<file path="config.mk">
export PLATFORM = sky130hd
export DESIGN_NAME = rupd_sequencer
export DESIGN_NICKNAME = d
export VERILOG_FILES = /design/src/rtl/rupd_sequencer.sv
export SDC_FILE = /design/constraint.sdc
export NUM_CORES = 1
export LEC_CHECK = 0
export BUFFER_PORTS_ARGS = -buffer_cell sky130_fd_sc_hd__buf_2
export CAP_MARGIN = 20
export CORE_MARGIN = 1.5
export CORE_UTILIZATION = 55
export CTS_BUF_LIST = sky130_fd_sc_hd__clkbuf_8
export DETAILED_ROUTE_END_ITERATION = 7
export PLACE_DENSITY = 0.79
export SETUP_SLACK_MARGIN = 0.15
export SYNTH_ARGS = -nofsm -noshare
export SYNTH_HDL_FRONTEND = slang
export SYNTH_SLANG_ARGS = --single-unit
export TNS_END_PERCENT = 10
</file>
<file path="constraint.sdc">
create_clock -name CLK -period 2.8 [get_ports CLK]
set_clock_uncertainty 0.15 [all_clocks]
set_input_delay 0.28 -clock CLK [delete_from_list [all_inputs] [get_ports CLK]]
set_output_delay 0.28 -clock CLK [all_outputs]
set_load 0.02 [all_outputs]
</file>
<file path="src/rtl/rupd_sequencer.sv">
// rtl/rupd_sequencer.sv - remote-update user-port command sequencer (optional verify step: RUPD_SEQ_VERIFY_EN)
module rupd_sequencer #(
    parameter int TIMEOUT_CYC = 65535,
    parameter int SETTLE_CYC  = 8
) (
    input  logic        CLK,
    input  logic        RESETb,
    input  logic        START_RECFG,
    input  logic        START_READ,
    input  logic [6:0]  PGM,
    output logic [1:0]  M_ADDR,
    output logic [31:0] M_DATA_OUT,
    output logic        M_CEb,
    output logic        M_WEb,
    input  logic [31:0] M_DATA_IN,
    output logic        SEQ_BUSY,
    output logic        DONE,
    output logic        ERROR,
    output logic [11:0] CUR_CFG
);

`ifdef RUPD_SEQ_VERIFY_EN
    localparam logic [2:0] RECFG_STEP = 3'd4;
`else
    localparam logic [2:0] RECFG_STEP = 3'd3;
`endif
    localparam logic [7:0]  CTRL_READ   = 8'h01;
    localparam logic [7:0]  CTRL_WRITE  = 8'h02;
    localparam logic [7:0]  CTRL_RECFG  = 8'h80;
    localparam logic [31:0] SETTLE_LAST = 32'(SETTLE_CYC - 1);
    localparam logic [31:0] POLL_LAST   = 32'(TIMEOUT_CYC - 1);

    typedef enum logic [2:0] {
        IDLE, WR_DATA, WR_CTRL, SETTLE, POLL, NEXT, RECFG, DONE_ST
    } state_t;

    state_t      state;
    logic [2:0]  step;
    logic        rd_mode;
    logic [6:0]  pgm_q;
    logic [31:0] cnt;
    logic [39:0] cur_cmd;
    logic [39:0] start_cmd;
    logic        poll_ok;
    logic        unused_bits;

    // Command for a step: {control byte, data-register word}
    function automatic logic [39:0] cmd(input logic rd, input logic [2:0] s, input logic [6:0] pgm);
        logic [2:0]  param;
        logic [11:0] data;
        logic [7:0]  ctrl;
        param = 3'd5;
        data  = 12'h000;
        ctrl  = CTRL_READ;
        if (!rd) begin
            case (s)
                3'd0:    begin param = 3'd0; data = 12'h004;       ctrl = CTRL_WRITE; end
                3'd1:    begin param = 3'd4; data = {5'h0, pgm};   ctrl = CTRL_WRITE; end
                3'd2:    begin param = 3'd5; data = 12'h001;       ctrl = CTRL_WRITE; end
`ifdef RUPD_SEQ_VERIFY_EN
                3'd3:    begin param = 3'd4; data = 12'h000;       ctrl = CTRL_READ;  end
`endif
                default: begin param = 3'd5; data = 12'h001;       ctrl = CTRL_RECFG; end
            endcase
        end
        return {ctrl, 13'h0, param, 4'h0, data};
    endfunction

    // Current-step command and the command to launch on acceptance (RECFG wins over READ)
    always_comb begin
        cur_cmd   = cmd(rd_mode, step, pgm_q);
        start_cmd = cmd(!START_RECFG, 3'd0, PGM);
        poll_ok   = !M_DATA_IN[31] && (M_DATA_IN[23:16] == 8'h00);
    end

    assign unused_bits = ^{M_DATA_IN[30:24], M_DATA_IN[15:12], start_cmd[39:32]};

    // Sequencer FSM with registered bus and status outputs
    always_ff @(posedge CLK or negedge RESETb) begin
        if (!RESETb) begin
            state      <= IDLE;
            step       <= 3'd0;
            rd_mode    <= 1'b0;
            pgm_q      <= 7'h00;
            cnt        <= 32'd0;
            M_ADDR     <= 2'd0;
            M_DATA_OUT <= 32'h0;
            M_CEb      <= 1'b1;
            M_WEb      <= 1'b1;
            SEQ_BUSY   <= 1'b0;
            DONE       <= 1'b0;
            ERROR      <= 1'b0;
            CUR_CFG    <= 12'h000;
        end else begin
            DONE <= 1'b0;
            case (state)
                IDLE: begin
                    if (START_RECFG || START_READ) begin
                        rd_mode    <= !START_RECFG;
                        if (START_RECFG) pgm_q <= PGM;
                        step       <= 3'd0;
                        cnt        <= 32'd0;
                        ERROR      <= 1'b0;
                        SEQ_BUSY   <= 1'b1;
                        M_ADDR     <= 2'd0;
                        M_DATA_OUT <= start_cmd[31:0];
                        M_CEb      <= 1'b0;
                        M_WEb      <= 1'b0;
                        state      <= WR_DATA;
                    end
                end
                WR_DATA: begin
                    M_ADDR     <= 2'd1;
                    M_DATA_OUT <= {24'h0, cur_cmd[39:32]};
                    state      <= WR_CTRL;
                end
                WR_CTRL: begin
                    M_CEb <= 1'b1;
                    M_WEb <= 1'b1;
                    cnt   <= 32'd0;
                    if (!rd_mode && step == RECFG_STEP) begin
                        // the device reconfigures; it will not answer a poll
                        DONE  <= 1'b1;
                        state <= RECFG;
                    end else begin
                        state <= SETTLE;
                    end
                end
                SETTLE: begin
                    if (cnt == SETTLE_LAST) begin
                        cnt   <= 32'd0;
                        state <= POLL;
                    end else begin
                        cnt <= cnt + 32'd1;
                    end
                end
                POLL: begin
                    if (poll_ok) begin
                        cnt <= 32'd0;
                        if (rd_mode) begin
                            CUR_CFG <= M_DATA_IN[11:0];
                            DONE    <= 1'b1;
                            state   <= DONE_ST;
                        end
`ifdef RUPD_SEQ_VERIFY_EN
                        else if (step == 3'd3 && M_DATA_IN[6:0] != pgm_q) begin
                            ERROR <= 1'b1;
                            state <= DONE_ST;
                        end
`endif
                        else begin
                            step  <= step + 3'd1;
                            state <= NEXT;
                        end
                    end else if (cnt == POLL_LAST) begin
                        ERROR <= 1'b1;
                        state <= DONE_ST;
                    end else begin
                        cnt <= cnt + 32'd1;
                    end
                end
                NEXT: begin
                    M_ADDR     <= 2'd0;
                    M_DATA_OUT <= cur_cmd[31:0];
                    M_CEb      <= 1'b0;
                    M_WEb      <= 1'b0;
                    state      <= WR_DATA;
                end
                RECFG: begin
                    SEQ_BUSY <= 1'b0;
                    state    <= IDLE;
                end
                DONE_ST: begin
                    SEQ_BUSY <= 1'b0;
                    state    <= IDLE;
                end
                default: state <= IDLE;
            endcase
        end
    end

endmodule

</file>
==> results of run 1 <==
-- cells by family after synthesis --
logic type | after synthesis
AO/OA/AOI/OAI | 112
adder cells (fa/ha/maj) | 7
buffers and inverters | 69
flip-flops | 73
multiplexers | 19
other | 1
AND/OR/NAND/NOR | 144
-- synthesized netlist by cell type (all sizes together), types with 5 or more instances --
library cell  count
nor4              8
buf              30
inv              24
or4               5
nor3              6
nor2             25
nand4            11
mux2             19
o41ai             7
o21ai            46
dfrtp            72
ha                7
nand3            22
nand2            25
o31ai             7
a21oi            28
clkbuf           15
or3              16
-- report_power, final --
| part | switching [uW] | total, uW | leakage [uW] | internal [uW] |
|---|---|---|---|---|
| Combinational | 59.8 | 89.1 | 0.00126 | 29.3 |
| Sequential | 0.0676 | 1050 | 0.000877 | 1050 |
| Clock | 416 | 917 | 0.000109 | 501 |
| Total | 476 | 2060 | 0.00224 | 1580 |
-- cell usage in the layout (no fill, tap or decap), types with 6 or more instances in the layout --
master and instances:
ha_1 7, nor3_1 6, buf_4 11, buf_2 59, nor4_1 7, nand3_1 22, o21ai_0 32, conb_1 23
dlygate4sd3_1 10, inv_1 24, o31ai_1 6, o21ai_1 14, or3_1 16, nand2_1 25, nand4_1 11, clkbuf_8 9
mux2_2 19, dfrtp_1 72, a21oi_1 28, nor2_1 25
-- worst paths after layout --
kind | start | to | slack (ps) | cells past startpoint
worst max-delay path | state[1] | cnt[27] | 330 | 8
worst min-delay path | M_DATA_IN[5] | CUR_CFG[5] | 10 | 2
worst max register to register | state[1] | cnt[27] | 330 | 8
worst min register to register | pgm_q[3] | M_DATA_OUT[3] | 340 | 1
max in group asynchronous | RESETb | M_WEb | 1830 | 3
min in group asynchronous | RESETb | pgm_q[2] | 320 | 3
-- what timing repair did --
item / in CTS / in global routing
setup buffers: 0 / 1
setup endpoints to repair: 0 / 27
hold endpoints to repair: 81 / 0
hold buffers: 10 / 0
gates resized for setup: 0 / 5
-- state kept, by name, summed over array words and instances, names as in the netlist --
signal	flops
cnt	32
CUR_CFG	12
M_DATA_OUT	10
pgm_q	7
state	3
step	3
DONE	1
ERROR	1
M_ADDR	1
M_WEb	1
SEQ_BUSY	1
rd_mode	1
-- worst max-delay path, cell delays in order, from the launching register on --
cell      delay, ps
dfrtp_1         420
nor3b_4         300
o31ai_4         130
buf_4           220
or4_4           560
nand2b_1        130
buf_6           200
o21ai_0         160
o41ai_2          80
-- per-layer routing --
| layer | track usage | vias up | wire length (um) |
|---|---|---|---|
| met5 | 0 | - | 0 |
| met3 | 0.0584 | 10 | 511 |
| met2 | 0.378 | 112 | 4320 |
| met4 | 0.0837 | 0 | 110 |
| met1 | 0.327 | 1621 | 3900 |
| li1 | - | 1640 | - |
-- stage by stage --
| step | cell area, sq um | hold slack [ps] |
|---|---|---|
| 2_1_floorplan | 4050 | -166 |
| 3_3_place_gp | 4320 | 185 |
| 3_5_place_dp | 4320 | 195 |
| 4_1_cts | 4640 | 1.28 |
| 5_1_grt | 4670 | 5.17 |
| 6_report | 4670 | 10.3 |
-- area by class of cell --
cell class | instances | area share
Inverter | 24 | 0.0193
Clock inverter | 7 | 0.0203
Multi-Input combinational cell | 305 | 0.404
Tap cell | 96 | 0.0257
Timing Repair Buffer | 83 | 0.113
Clock buffer | 9 | 0.0265
Sequential cell | 73 | 0.391
==> results.toml, run 1 <==
[die]
die_h_um = 87.9
die_w_um = 87.9
initial_utilization = 0.577
num_rows = 30
dieArea_sq_um = 7730
io_pins = 94
core-area_sq_um = 6870

[cts]
numCtsBuffers = 9
cts_tree = "yes"
cts.sinks = 73
ctsHtreeMaxLevel = 3
cts_buffer_depth = 2
clk_pin_slew_ps = 80
cts_root_buf = "clkbuf_8"
clock_latency_ps = 360

[global_routing]
grt_max_degree = 74
antenna_found_initial = 0
grt_pass1_wl_mm = 14.4
overflow = 0
grt_pass1_vias = 3099
track_usage = 0.241

[timing]
max_clock_freq_mhz = 405
slew_viol_final = 0
worst_slack_ps = 328
finalCriticalPeriod_ps = 2470
max-slew-margin-rel = 0.654
final.setup.tns_ps = 0
tightestPinTransition_ps = 517
finalHoldViolCount = 0
rsz0062_at_grt = "no"
setup_viol = 0
post-route-period-util = 0.883

[layout]
layoutNonFillerInstCount = 597
post-route-util = 0.681
syn_to_final_growth_pct = 17.9
diodes = 0
multi_input_area_sq_um = 1890
seq_area_sq_um = 1830
drive_above_1_share = 0.242
n_fill_cell = 549
fin_nets = 546

[synthesis]
synth_compound_area_frac = 0.177
synth-edff-count = 0
seq_area_frac_synth = 0.461
synth-adder-area-share = 0.0221
synthCells = 425
synth_area_sq_um = 3970
synth_simple_gate_area_frac = 0.196
ys_ff_latch = 73
synthArstFlopShare = 1.00
synth_xor_area_frac = 0
synth_warnings = 0
yosys.area.top_type = "dfrtp_1"
synth-main-ff-cell = "dfrtp_1"
netlist.area_leader.share = 0.454
synth.mux.area_fraction = 0.0539
synth_top_family_by_area = "simple AND/OR/NAND/NOR gates"
synth_area_leaders = "dfrtp_1, mux2_2, buf_4"
yosysUniqueCellTypes = 51
post_synth.cell_area_avg_sq_um = 9.33

[power]
pwr_density_cell_nw_per_um2 = 441
max-vdd-ir-drop_mv = 0.304
p_leak_uw = 0.00224
total_power_uw = 2060

[place]
place.gp.congestion = 0.808
place_inst = 570
dp_hpwl_mm = 5.93
dp_slack_ps = 176
portBuffers = 59

[route]
drc = 0
firstDrtPassIters = 5
ant_nets = 0
post_drt_wl_per_cell_um = 14.8
vias = 3383
drt_iter0_drc = 186
viasPerCell = 5.67
finalWirelength_mm = 8.84

[run]
cap_violations = 0

[critical_path]
worstPathArrival_ps = 2570
critPathMaxFanout = 22
crit_required_ps = 2900
critPathKind = "register to register"
worstSetupEndpointType = "register"
start_kind = "register"

[min_path]
hold_class = "primary input to register"

[outcome]
status = "finished clean"
Power figures use the tool's default switching activity.
==> run 2, diff against run 1 <==
SKIP_LAST_GASP = 1   (was not set)
clock period = 3 ns   (was 2.8 ns; I/O delays follow)
==> run 2 against run 1 <==
Final cell count is 2.0% lower. Core utilization is 2.4 points lower. Combinational power is 18% lower. Worst setup slack better by 25 ps. Worst hold slack better by 11 ps. Die area stayed put. Register-to-register slack better by 20 ps. Cell area is 3.6% lower. Count of clock-buffer cells in the layout stayed put. Global-route usage is 0.30 points lower. Maximum frequency is 6.6% lower. Critical endpoint is now cnt[23]. Largest power group unchanged.
==> results.toml, run 2 (synthesis gave the netlist of run 1 again) <==
[layout]
drive_above_1_share = 0.235
diodes = 0
post-route-util = 0.656
fin_nets = 534
largest_register_ffs = 32
final_common_cell = "dfrtp_1"
reg_top3 = "cnt (32), CUR_CFG (12), M_DATA_OUT (10)"
largest-register = "cnt"
final_cell_mix = "dfrtp_1, buf_2, o21ai_0"
syn_to_final_growth_pct = 13.7

[global_routing]
grt_pass1_wl_mm = 14.1
overflow = 0
antenna_found_initial = 0
track_usage = 0.238
grt_pass1_vias = 3082
grt_max_degree = 40

[die]
core-area_sq_um = 6870
die_w_um = 87.9
num_rows = 30
io_pins = 94
die_h_um = 87.9
dieArea_sq_um = 7730
initial_utilization = 0.577

[timing]
max_clock_freq_mhz = 378
max-slew-margin-rel = 0.491
finalCriticalPeriod_ps = 2650
setup_viol = 0
post-route-period-util = 0.882
finalHoldViolCount = 0
worst_slack_ps = 353
final.setup.tns_ps = 0
rsz0062_at_grt = "no"
slew_viol_final = 0
tightestPinTransition_ps = 763
hold_ws_ps = 21.3

[route]
post_drt_wl_per_cell_um = 14.7
viasPerCell = 5.74
vias = 3360
finalWirelength_mm = 8.63
drt_iter0_drc = 250
firstDrtPassIters = 5
drc = 0
ant_nets = 0

[outcome]
status = "finished clean"

[power]
p_clk_frac = 0.426
power_switching_uw = 445
max-vdd-ir-drop_mv = 0.220
p_leak_uw = 0.00215
p_int_uw = 1390
p_comb_frac = 0.040
seqPwrFrac = 0.535
pwr_density_cell_nw_per_um2 = 408
swShare = 0.242

[place]
dp_hpwl_mm = 6.02
place.gp.congestion = 0.859
portBuffers = 59
dp_slack_ps = 380

[cts]
clock_latency_ps = 350
cts.sinks = 73
cts_tree = "yes"
ctsHtreeMaxLevel = 3
cts_root_buf = "clkbuf_8"
numCtsBuffers = 9
cts_buffer_depth = 2
clk_pin_slew_ps = 80
cts_resized = 0

[run]
cap_violations = 0

[critical_path]
start_kind = "register"
critPathKind = "register to register"
critPathMaxFanout = 31
crit_required_ps = 3100
worstPathArrival_ps = 2750
worstSetupEndpointType = "register"

[min_path]
hold_class = "primary input to register"
[run 2: layout make-up]
type,count,area (sq um)
inverters,24,90.1
well taps,96,120
repair buffers,71,400
clock inverters,7,80.1
multi-input cells,305,1870
clock buffers,9,124
flip-flops and latches,73,1830
fillers,580,2360
[run 2: power by group through the flow]
| stage | sequential [uW] | combinational [uW] | clock [uW] |
|---|---|---|---|
| global route | 983 | 82.9 | 844 |
| detailed placement | 1000 | 72.8 | 0 |
| CTS | 983 | 74.2 | 803 |
| floorplan | 1000 | 51.9 | 0 |
| finish | 983 | 72.9 | 782 |
| global placement | 1000 | 71.5 | 0 |
[run 2: path summary, 6_finish.rpt]
path / from / to / slack, ps / depth (start not counted)
min reg2reg: pgm_q[4] / M_DATA_OUT[4] / 340 / 1
max in group asynchronous: RESETb / cnt[28] / 1640 / 3
min: PGM[0] / pgm_q[0] / 20 / 2
min in group asynchronous: RESETb / step[0] / 390 / 2
max reg2reg: state[0] / cnt[23] / 350 / 7
max: state[0] / cnt[23] / 350 / 7
[run 2: repair_timing]
item / CTS / global route
setup buffers: 0 / 0
endpoints found under the setup margin: 0 / 0
hold buffers: 1 / 0
hold endpoints to repair: 33 / 0
[run 2: per-stage QoR]
stage / cells / power (uW) / area, sq um
after CTS: 585 / 1860 / 4510
final: 585 / 1840 / 4510
after global placement: 568 / 1070 / 4290
after detailed placement: 568 / 1080 / 4290
after global routing: 585 / 1910 / 4510
after floorplan: 447 / 1060 / 4050
[run 2: critical path, stage by stage, from the launching register on]
cell and delay, ps:
dfrtp_1 510, nor3b_2 430, o31ai_4 180, or4_1 600, nand2b_1 100, buf_4 310, o21ai_0 180, o41ai_2 80
[run 2: routing by layer]
metal / GRT usage / routed length, um / up-vias
li1: - / - / 1608
met1: 0.316 / 3860 / 1626
met2: 0.372 / 4110 / 111
met3: 0.0622 / 520 / 15
met4: 0.0952 / 136 / 0
met5: 0 / 0 / -
